### src/rtl/pool_sched.sv
// Round-robin scheduler sharing one maxpool datapath among NUM_REQ requesters.
// Optional completed-job counter enabled by defining POOL_SCHED_STATS_EN.
module pool_sched #(
  parameter int NUM_REQ = 4,
  parameter int LAT     = 1,
  parameter int SEL_W   = $clog2(NUM_REQ)
) (
  input  logic               clk,
  input  logic               rst,
  input  logic [NUM_REQ-1:0] req,
  output logic [NUM_REQ-1:0] gnt,
  output logic [SEL_W-1:0]   sel,
  output logic               pool_valid_in,
  input  logic               pool_valid_out,
  output logic [NUM_REQ-1:0] done,
  output logic               busy,
  output logic [15:0]        job_count
);

  typedef enum logic [1:0] {
    IDLE  = 2'd0,
    ISSUE = 2'd1,
    WAIT  = 2'd2,
    DONE  = 2'd3
  } state_t;

  localparam logic [3:0]       LAT_C    = 4'(LAT);
  localparam logic [SEL_W:0]   NUM_C    = (SEL_W+1)'(NUM_REQ);
  localparam logic [SEL_W-1:0] LAST_IDX = SEL_W'(NUM_REQ - 1);

  state_t             r_state;
  state_t             w_state_next;
  logic [NUM_REQ-1:0] r_gnt;
  logic [SEL_W-1:0]   r_sel;
  logic [SEL_W-1:0]   r_rr_ptr;
  logic [3:0]         r_cnt;

  logic               w_any;
  logic [SEL_W-1:0]   w_pick;
  logic [SEL_W-1:0]   w_ptr_inc;
  logic               w_unused_pvo;

  // The datapath keeps its valid high after the first job, so sequencing
  // relies solely on the latency counter.
  assign w_unused_pvo = pool_valid_out;

  assign w_any = |req;

  // Scan from the highest offset down so the lowest offset from rr_ptr wins.
  always_comb begin
    logic [SEL_W:0] w_idx;
    w_pick = '0;
    w_idx  = '0;
    for (int i = NUM_REQ - 1; i >= 0; i--) begin
      w_idx = {1'b0, r_rr_ptr} + (SEL_W+1)'(i);
      if (w_idx >= NUM_C) begin
        w_idx = w_idx - NUM_C;
      end
      if (req[w_idx[SEL_W-1:0]]) begin
        w_pick = w_idx[SEL_W-1:0];
      end
    end
  end

  assign w_ptr_inc = (r_sel == LAST_IDX) ? '0 : r_sel + SEL_W'(1);

  always_comb begin
    w_state_next = r_state;
    case (r_state)
      IDLE:    if (w_any) w_state_next = ISSUE;
      ISSUE:   w_state_next = WAIT;
      WAIT:    if (r_cnt == 4'd1) w_state_next = DONE;
      DONE:    w_state_next = IDLE;
      default: w_state_next = IDLE;
    endcase
  end

  always_ff @(posedge clk) begin
    if (!rst) begin
      r_state <= IDLE;
    end else begin
      r_state <= w_state_next;
    end
  end

  always_ff @(posedge clk) begin
    if (!rst) begin
      r_gnt    <= '0;
      r_sel    <= '0;
      r_rr_ptr <= '0;
      r_cnt    <= '0;
    end else begin
      case (r_state)
        IDLE: begin
          if (w_any) begin
            r_gnt <= NUM_REQ'(1) << w_pick;
            r_sel <= w_pick;
          end else begin
            r_gnt <= '0;
            r_sel <= '0;
          end
        end
        ISSUE: r_cnt <= LAT_C;
        WAIT:  r_cnt <= r_cnt - 4'd1;
        DONE: begin
          // Requester just served drops to lowest priority for the next search.
          r_rr_ptr <= w_ptr_inc;
          r_gnt    <= '0;
          r_sel    <= '0;
          r_cnt    <= '0;
        end
        default: r_cnt <= '0;
      endcase
    end
  end

`ifdef POOL_SCHED_STATS_EN
  logic [15:0] r_job_count;

  always_ff @(posedge clk) begin
    if (!rst) begin
      r_job_count <= '0;
    end else if (r_state == DONE && r_job_count != 16'hFFFF) begin
      r_job_count <= r_job_count + 16'd1;
    end
  end

  assign job_count = r_job_count;
`else
  assign job_count = '0;
`endif

  assign gnt           = r_gnt;
  assign sel           = r_sel;
  assign pool_valid_in = (r_state == ISSUE);
  assign done          = (r_state == DONE) ? r_gnt : '0;
  assign busy          = (r_state != IDLE);

endmodule

### config.mk
export PLATFORM = sky130hd
export DESIGN_NAME = pool_sched
export DESIGN_NICKNAME = d
export VERILOG_FILES = /design/src/rtl/pool_sched.sv
export SDC_FILE = /design/constraint.sdc
export NUM_CORES = 1
export LEC_CHECK = 0
export CAP_MARGIN = 0
export CELL_PAD_IN_SITES_DETAIL_PLACEMENT = 1
export CELL_PAD_IN_SITES_GLOBAL_PLACEMENT = 1
export CORE_UTILIZATION = 36
export CTS_BUF_LIST = sky130_fd_sc_hd__clkbuf_4 sky130_fd_sc_hd__clkbuf_8
export CTS_CLUSTER_SIZE = 14
export DETAILED_ROUTE_END_ITERATION = 7
export PLACE_DENSITY = 0.93
export SETUP_SLACK_MARGIN = 0.1
export SYNTH_ARGS = -nofsm -noshare
export SYNTH_HDL_FRONTEND = slang
export SYNTH_SLANG_ARGS = --single-unit
### constraint.sdc
create_clock -name clk -period 2.4 [get_ports clk]
set_input_delay 0.48 -clock clk [delete_from_list [all_inputs] [get_ports clk]]
set_output_delay 0.48 -clock clk [all_outputs]
set_load 0.005 [all_outputs]
# Yosys cells after proc, flatten, opt, wreduce, memory -nomap -nowiden
# Cells that the tools add are included.
# totals
ff_bits	14
out_inout_bits	28
# op_classes
eq_ne	7
order_cmp	8
add_sub_neg	9
shifts	1
reduce_logical	6
n_mux	26
# ops
op	n
$mux W2	12
$lt A2 B3 Y1 const B	4
$pmux W4 S3	1
$ge A3 B3 Y1 const B	3
$bmux W1 S2	4
$mux W4	2
$pmux W2 S4	1
$pmux W4 S2	1
$sub A2 B1 Y2 const B	4
$add A2 B2 Y3 const B	2
$eq A2 B2 Y1 const B	3
$eq A4 B1 Y1 const B	1
$mux W1	4
$ne A2 B2 Y1 const B	2
$pmux W2 S2	1
$reduce_bool A2 Y1	2
$reduce_or A4 Y1	1
$shl A1 B2 Y4 const A	1
$sub A4 B1 Y4 const B	1
$add A2 B1 Y3 const B	1
$ge A2 B3 Y1 const B	1
$reduce_bool A3 Y1	1
$add A2 B1 Y2 const B	1
$eq A2 B1 Y1 const B	1
2 further kinds	2

# Logic depth before layout (Yosys ltp)
# Gate-level depths: netlist (run 1).
# logic_depth
ltp_word	12
depth_mapped	7
ltp_nobuf	6

# Worst setup path before layout (run 1)
# OpenSTA, ideal clock, no wires.
# synth_timing
kind	reg2reg
startpoint	reg r_state[0]
endpoint	reg r_cnt[2]
setup_slack_ps	922
arrival_ps	1408
stages_incl_launch_ff	7
setup_ps	70
cell_sequence	dfxtp_1 -> inv_1 -> ha_1 -> buf_2 -> nand2b_1 -> or3b_1 -> a21boi_1
# synth_via
elab_chain_cells	2
word_cells_on_any_way	5
classes_between	eq/ne (3); mux (1); reduce/logical (1)
# synth_lines
item	line_no	text
from (decl)	31	state_t r_state;
from (signal assigned)	82	r_state <= w_state_next;
$eq A2 B2 Y1 or $eq A2 B1 Y1 (tied branches)	93	case (r_state)
$pmux W4 S3 or $reduce_bool A3 Y1 (tied branches)	--	
to (signal assigned)	104	WAIT: r_cnt <= r_cnt - 4'd1;
to (decl)	36	logic [3:0] r_cnt;
# Several ways; a longest one is shown, not always the timed one.
# A chain may end at the register's enable or synchronous reset.

# Worst setup path after layout (run 1)
# layout_timing
startpoint	reg r_state[0]
endpoint	out busy
# layout_via
elab_chain_cells	1
# layout_lines
item	line_no	text
$reduce_bool A2 Y1	137	assign busy = (r_state != IDLE);
to (decl)	16	output logic busy,
# No other way between the ends.

==> results.toml, run 1 <==
[floorplanning]
chipHeight_um = 54.6
floorplan.core_area_um2 = 2540
starting_density_of_the_core_pct = 39.1
die_w_um = 54.6
die_area_um2 = 2980
fp-row-count = 18
ios = 35

[synth]
seq_area_frac_synth_pct = 28.1
syn-cell-area_um2 = 996
syn-instance-count = 109
yosys.cell_types.count = 39
synth.avg_cell_area_um2 = 9.14
synth-seq-cells = 14
synth_edf_count = 0
synth_top_flop_cell = "dfxtp_1"
asyncSetResetFlopFracSynth_pct = 0
ys_warn_count = 0

[clock_network]
cts-buffers-inserted = 3
post_cts.resized_instances = 0
cts-root-to-sink-buffers = 2
cts_sinks = 14
ctsHtreeMaxLevel = 1
clkSlewWorstSetupHoldPaths_ns = 0.08
cts_setup_buffers = 0
tritoncts = "done"
ctsHoldBuffers = 0
clk-insertion-delay-late_ns = 0.27
clock_tree.root_cell = "clkbuf_4"

[placed_design]
detailed_place_hpwl_um = 1730
io_buffer_count = 17
place.gp.congestion = 0.682
post-place-ws_ns = 0.353
placedInstanceArea_um2 = 1130

[critical_path]
worstSetupEndpoint = "busy"
critical_path.startpoint = "r_state[0]$_SDFFE_PN0P_"
critical_path.endpoint_type = "primary output"
critical_path_maximum_fanout = 10
critPathLaunchType = "flip-flop"
ff2ff_setup_slack_ns = 0.69
most_frequent_cell_on_critical_path = "inv_1"
critical-path-slowest-cell = "clkdlybuf4s50_1"
worstReg2RegEnd = "gnt[3]$_SDFFE_PN0P_"
worst-endpoint-arrival_ns = 1.68
critical_path.cell_chain = "inv_1, ha_1, inv_1, clkdlybuf4s50_1"
worst_path_largest_cell_delay_ns = 0.49
rr_startpoint = "r_state[0]$_SDFFE_PN0P_"
criticalPathCategory = "reg -> out"
crit_required_ns = 1.92
worstRegToRegCells = 5

[timing]
finalClockSkew_ns = 0.00278
final_period_minus_worst_setup_slack_ns = 2.16
finalWorstSetupSlack_ns = 0.242
fin_tns_setup_ns = 0
part_of_the_cycle_the_worst_path_needs_pct = 89.9
rsz0062_at_grt = "false"
hold_viol_final = 0
max_clock_freq_ghz = 0.463
slew_viol_final = 0
finalSetupViolCount = 0

[cells_and_area]
nets = 143
finalInstanceArea_um2 = 1160
antenna-diode-count = 0
final_util_pct = 45.5
final_cell_mix = "clkdlybuf4s50_1, conb_1, dfxtp_1, nor2b_1, ha_1"
layout.cells.most_common = "clkdlybuf4s50_1"
regArea_um2 = 280
num-fill-cells = 306
area_growth_syn_to_layout_pct = 16.3
multiInputGateArea_um2 = 622
layout-drive-gt1-share_pct = 11.1

[grt]
vias_in_the_first_global_route = 763
overflow = 0
grt_first_pass_wirelength_um = 3470
grt_start_max_net_pins = 11
number_of_antenna_violations_at_the_first_check_in_global_routing = 0
globalRouteTotalUtil_pct = 16.6

[routing]
antenna_violating_nets_post_route = 0
route.vias.total = 773
detail_route.vias_per_cell = 4.96
drt-total-wl_um = 2130
drt-wirelength-per-cell_um = 13.6
drt_pass1_iterations = 4
route.detailed.drc = 0
drtIter0Drc = 5

[job]
cap_violations = 0

[power]
static-leakage-power_nw = 0.481
power_density_nw_per_um2 = 827
vdd.ir_drop.worst_mv = 0.410
total_power_uw = 959

[min_path]
hold_start = "gnt[0]$_SDFFE_PN0P_"
hold_path.class = "reg -> reg"

[status]
run_status = "finished clean"
layout make-up:
class	count	area share, %
Tap cell	30	3.24
Timing Repair Buffer	18	15.3
Inverter	5	1.62
Sequential cell	14	24.2
Multi-Input combinational cell	86	53.7
Clock buffer	3	1.94
synth_stat cells, types with 2 or more instances:
| master | count | area (um^2) |
|---|---|---|
| buf_2 | 2 | 10.0 |
| or3b_1 | 2 | 17.5 |
| ha_1 | 8 | 100 |
| o21ai_0 | 3 | 15.0 |
| nor2_1 | 3 | 11.3 |
| buf_4 | 16 | 120 |
| or3_1 | 2 | 12.5 |
| dfxtp_1 | 14 | 280 |
| nor2b_1 | 8 | 50.1 |
| o21a_1 | 2 | 15.0 |
| nand3_1 | 2 | 10.0 |
| inv_1 | 5 | 18.8 |
| and3_1 | 2 | 12.5 |
| a21oi_1 | 2 | 10.0 |
| mux2i_1 | 4 | 40.0 |
| a31o_1 | 2 | 17.5 |
| nand2_1 | 3 | 11.3 |
| nand2b_1 | 2 | 12.5 |
| o31ai_1 | 2 | 15.0 |
| and2_1 | 5 | 31.3 |
| nor3_1 | 2 | 10.0 |
power breakdown:
part	internal, mW	leakage (nW)	total, mW	switching (mW)
combinational	0.250	0.352	0.480	0.230
clock	0.0581	0.0138	0.131	0.0726
sequential	0.291	0.114	0.348	0.0568
total	0.600	0.481	0.959	0.359
logic make-up after synthesis:
kind of cell,share of synthesized area [%]
other cells,0.377
compound gates,18.0
buf+inv,15.3
fa+ha+maj,10.1
flops,28.1
mux,4.02
simple gates,24.1
how the worst min path moves through the flow:
stage	endpoint	slack, ns	cells after the start
2_1_floorplan	r_cnt[2]$_SDFFE_PN0P_	0.46	2
6_report	gnt[0]$_SDFFE_PN0P_	0.51	2
5_1_grt	gnt[0]$_SDFFE_PN0P_	0.53	2
3_5_place_dp	gnt[0]$_SDFFE_PN0P_	0.50	2
4_1_cts	gnt[0]$_SDFFE_PN0P_	0.51	2
3_3_place_gp	r_cnt[2]$_SDFFE_PN0P_	0.47	2
sequential cells by signal, summed over array words and instances (netlist names):
name,cells
gnt,4
r_rr_ptr,2
sel,2
r_cnt,4
r_state,2
layer usage:
layer	GRT usage (%)	vias up	part of all wire, %
met5	0	-	0
met4	2.56	0	0
met3	4.17	0	3.3
met2	32.1	17	57
met1	17.9	374	40
li1	-	382	-
per-stage QoR:
stage	cells	hold slack, ns
2_1_floorplan	124	0.461
3_3_place_gp	153	0.474
3_5_place_dp	153	0.502
4_1_cts	156	0.514
5_1_grt	156	0.529
6_report	156	0.508
worst max-delay path, delay by kind of cell (launching register included):
family	cells	cell delay [ns]
fa+ha+maj	1	0.33
flops	1	0.40
buf+inv	3	0.68
(Power assumes the default switching activity.)
==> run 2: changes to the inputs <==
--- a/config.mk
+++ b/config.mk
@@ -5,6 +5,7 @@
 export SDC_FILE = /design/constraint.sdc
 export NUM_CORES = 1
 export LEC_CHECK = 0
+export ABC_CLOCK_PERIOD_IN_PS = 2400
 export CAP_MARGIN = 0
 export CELL_PAD_IN_SITES_DETAIL_PLACEMENT = 1
 export CELL_PAD_IN_SITES_GLOBAL_PLACEMENT = 1
==> results of run 2 <==
Final layout, timing and power as in run 1 (identical DEF).
==> run 3: changes to the inputs <==
--- a/config.mk
+++ b/config.mk
@@ -7,13 +7,12 @@
 export LEC_CHECK = 0
 export ABC_CLOCK_PERIOD_IN_PS = 2400
 export CAP_MARGIN = 0
-export CELL_PAD_IN_SITES_DETAIL_PLACEMENT = 1
-export CELL_PAD_IN_SITES_GLOBAL_PLACEMENT = 1
-export CORE_UTILIZATION = 36
+export CORE_UTILIZATION = 50
 export CTS_BUF_LIST = sky130_fd_sc_hd__clkbuf_4 sky130_fd_sc_hd__clkbuf_8
+export CTS_CLUSTER_DIAMETER = 200
 export CTS_CLUSTER_SIZE = 14
 export DETAILED_ROUTE_END_ITERATION = 7
-export PLACE_DENSITY = 0.93
+export PLACE_DENSITY = 0.95
 export SETUP_SLACK_MARGIN = 0.1
 export SYNTH_ARGS = -nofsm -noshare
 export SYNTH_HDL_FRONTEND = slang
==> results.toml, run 3 (synthesis results as in run 1) <==
[status]
run_status = "finished clean"

[cells_and_area]
area_growth_syn_to_layout_pct = 17.1
final_cell_mix = "clkdlybuf4s50_1, conb_1, dfxtp_1, nor2b_1, ha_1"
finalInstanceArea_um2 = 1170
nets = 143
layout.cells.most_common = "clkdlybuf4s50_1"
regArea_um2 = 280
layout-drive-gt1-share_pct = 11.8
num-fill-cells = 157
antenna-diode-count = 0
multiInputGateArea_um2 = 622

[min_path]
hold_start = "r_cnt[2]$_SDFFE_PN0P_"
hold_path.class = "reg -> reg"
hold-path-endpoint = "r_cnt[2]$_SDFFE_PN0P_"
holdPathStages = 2

[floorplanning]
ios = 35
floorplan.core_area_um2 = 1800
fp-row-count = 15
die_w_um = 46.6
starting_density_of_the_core_pct = 55.3
chipHeight_um = 46.6
die_area_um2 = 2170

[timing]
part_of_the_cycle_the_worst_path_needs_pct = 89.5
slew_viol_final = 0
finalClockSkew_ns = 0.00524
finalWorstSetupSlack_ns = 0.252
fin_tns_setup_ns = 0
final_period_minus_worst_setup_slack_ns = 2.15
finalSetupViolCount = 0
max_clock_freq_ghz = 0.466
hold_viol_final = 0
rsz0062_at_grt = "false"

[clock_network]
clkSlewWorstSetupHoldPaths_ns = 0.09
clock_tree.root_cell = "clkbuf_4"
clk-insertion-delay-late_ns = 0.28
cts-root-to-sink-buffers = 2
ctsHtreeMaxLevel = 1
cts-buffers-inserted = 3
cts_sinks = 14
tritoncts = "done"

[grt]
globalRouteTotalUtil_pct = 18.5
grt_start_max_net_pins = 12
grt_first_pass_wirelength_um = 2790
vias_in_the_first_global_route = 632
number_of_antenna_violations_at_the_first_check_in_global_routing = 0
overflow = 0

[critical_path]
rr_startpoint = "r_state[0]$_SDFFE_PN0P_"
ff2ff_setup_slack_ns = 0.73
most_frequent_cell_on_critical_path = "inv_1"
critical_path_maximum_fanout = 10
worst-endpoint-arrival_ns = 1.67
critPathLaunchType = "flip-flop"
cpLargestDelayFamily = "buffers and inverters"
critical_path.cell_chain = "inv_1, ha_1, inv_1, clkdlybuf4s50_1"
worstRegToRegCells = 5
critical-path-slowest-cell = "clkdlybuf4s50_1"
worstReg2RegEnd = "gnt[3]$_SDFFE_PN0P_"
criticalPathCategory = "reg -> out"
critical_path.endpoint_type = "primary output"
worstPathBufferInverterCount = 3
crit_required_ns = 1.92
worst_path_largest_cell_delay_ns = 0.49

[power]
total_power_uw = 994
static-leakage-power_nw = 0.488
power_density_nw_per_um2 = 852
vdd.ir_drop.worst_mv = 0.723

[routing]
detail_route.vias_per_cell = 5.07
drt_pass1_iterations = 4
antenna_violating_nets_post_route = 0
drt-total-wl_um = 1820
drtIter0Drc = 17
drt-wirelength-per-cell_um = 12.0
route.detailed.drc = 0
route.vias.total = 770

[placed_design]
post-place-ws_ns = 0.408
detailed_place_hpwl_um = 1370
place.gp.congestion = 0.791
placedInstanceArea_um2 = 1130
io_buffer_count = 17

[job]
cap_violations = 0
## run 3: changes by cell type in the layout (fill, tap and decap cells not counted)
cell	previous run	this run
clkbuf_8	0	1
## run 3: worst max path at each step
| stage | startpoint | to | slack, ns | cells past startpoint |
|---|---|---|---|---|
| after global routing | r_state[0]$_SDFFE_PN0P_ | busy | 0.14 | 4 |
| final | r_state[0]$_SDFFE_PN0P_ | busy | 0.25 | 4 |
| after floorplan | r_state[0]$_SDFFE_PN0P_ | r_cnt[2]$_SDFFE_PN0P_ | 0.92 | 6 |
| after CTS | r_state[1]$_SDFFE_PN0P_ | done[3] | 0.17 | 3 |
| after global placement | req[1] | gnt[3]$_SDFFE_PN0P_ | 0.42 | 5 |
| after detailed placement | req[1] | gnt[1]$_SDFFE_PN0P_ | 0.41 | 5 |
## run 3: report_power, final
group | internal (mW) | leakage [nW] | switching (mW)
Combinational | 0.251 | 0.352 | 0.226
Clock | 0.0924 | 0.0210 | 0.0790
Sequential | 0.291 | 0.114 | 0.0548
## run 3: per-stage QoR
stage | util [%] | hold WS, ns | cells
2_1_floorplan | - | 0.461 | 124
3_3_place_gp | 62.6 | 0.472 | 148
3_5_place_dp | 62.6 | 0.498 | 148
4_1_cts | 64.6 | 0.511 | 152
5_1_grt | 64.7 | 0.536 | 152
6_report | 64.7 | 0.503 | 152
## run 3: layout make-up
class	count	share of cell area [%]
well taps	25	2.68
repair buffers	18	15.2
multi-input cells	86	53.3
inverters	5	1.61
flip-flops and latches	14	24.0
clock buffers	4	3.11
## run 3: metal layers
layer	track usage [%]	part of all wire, %	up-vias	wire length, um
met4	3.43	0.38	0	7
li1	-	-	379	-
met2	32.8	50	30	912
met1	21.7	45	359	811
met3	5.88	4.9	2	90
met5	0	0	-	0
## run 3: worst reg2reg max path, stage by stage, from the launching register on
cell,delay (ns)
dfxtp_1,0.39
inv_1,0.10
ha_1,0.41
nor3_2,0.26
nor4b_4,0.30
a31o_1,0.18
## run 3: repair_timing
item / 4_1_cts / 5_1_grt
endpoints found under the hold margin: 0 / 0
setup buffers: 0 / 0
endpoints found under the setup margin: 0 / 4
resized for setup: 0 / 1
hold buffers: 0 / 0
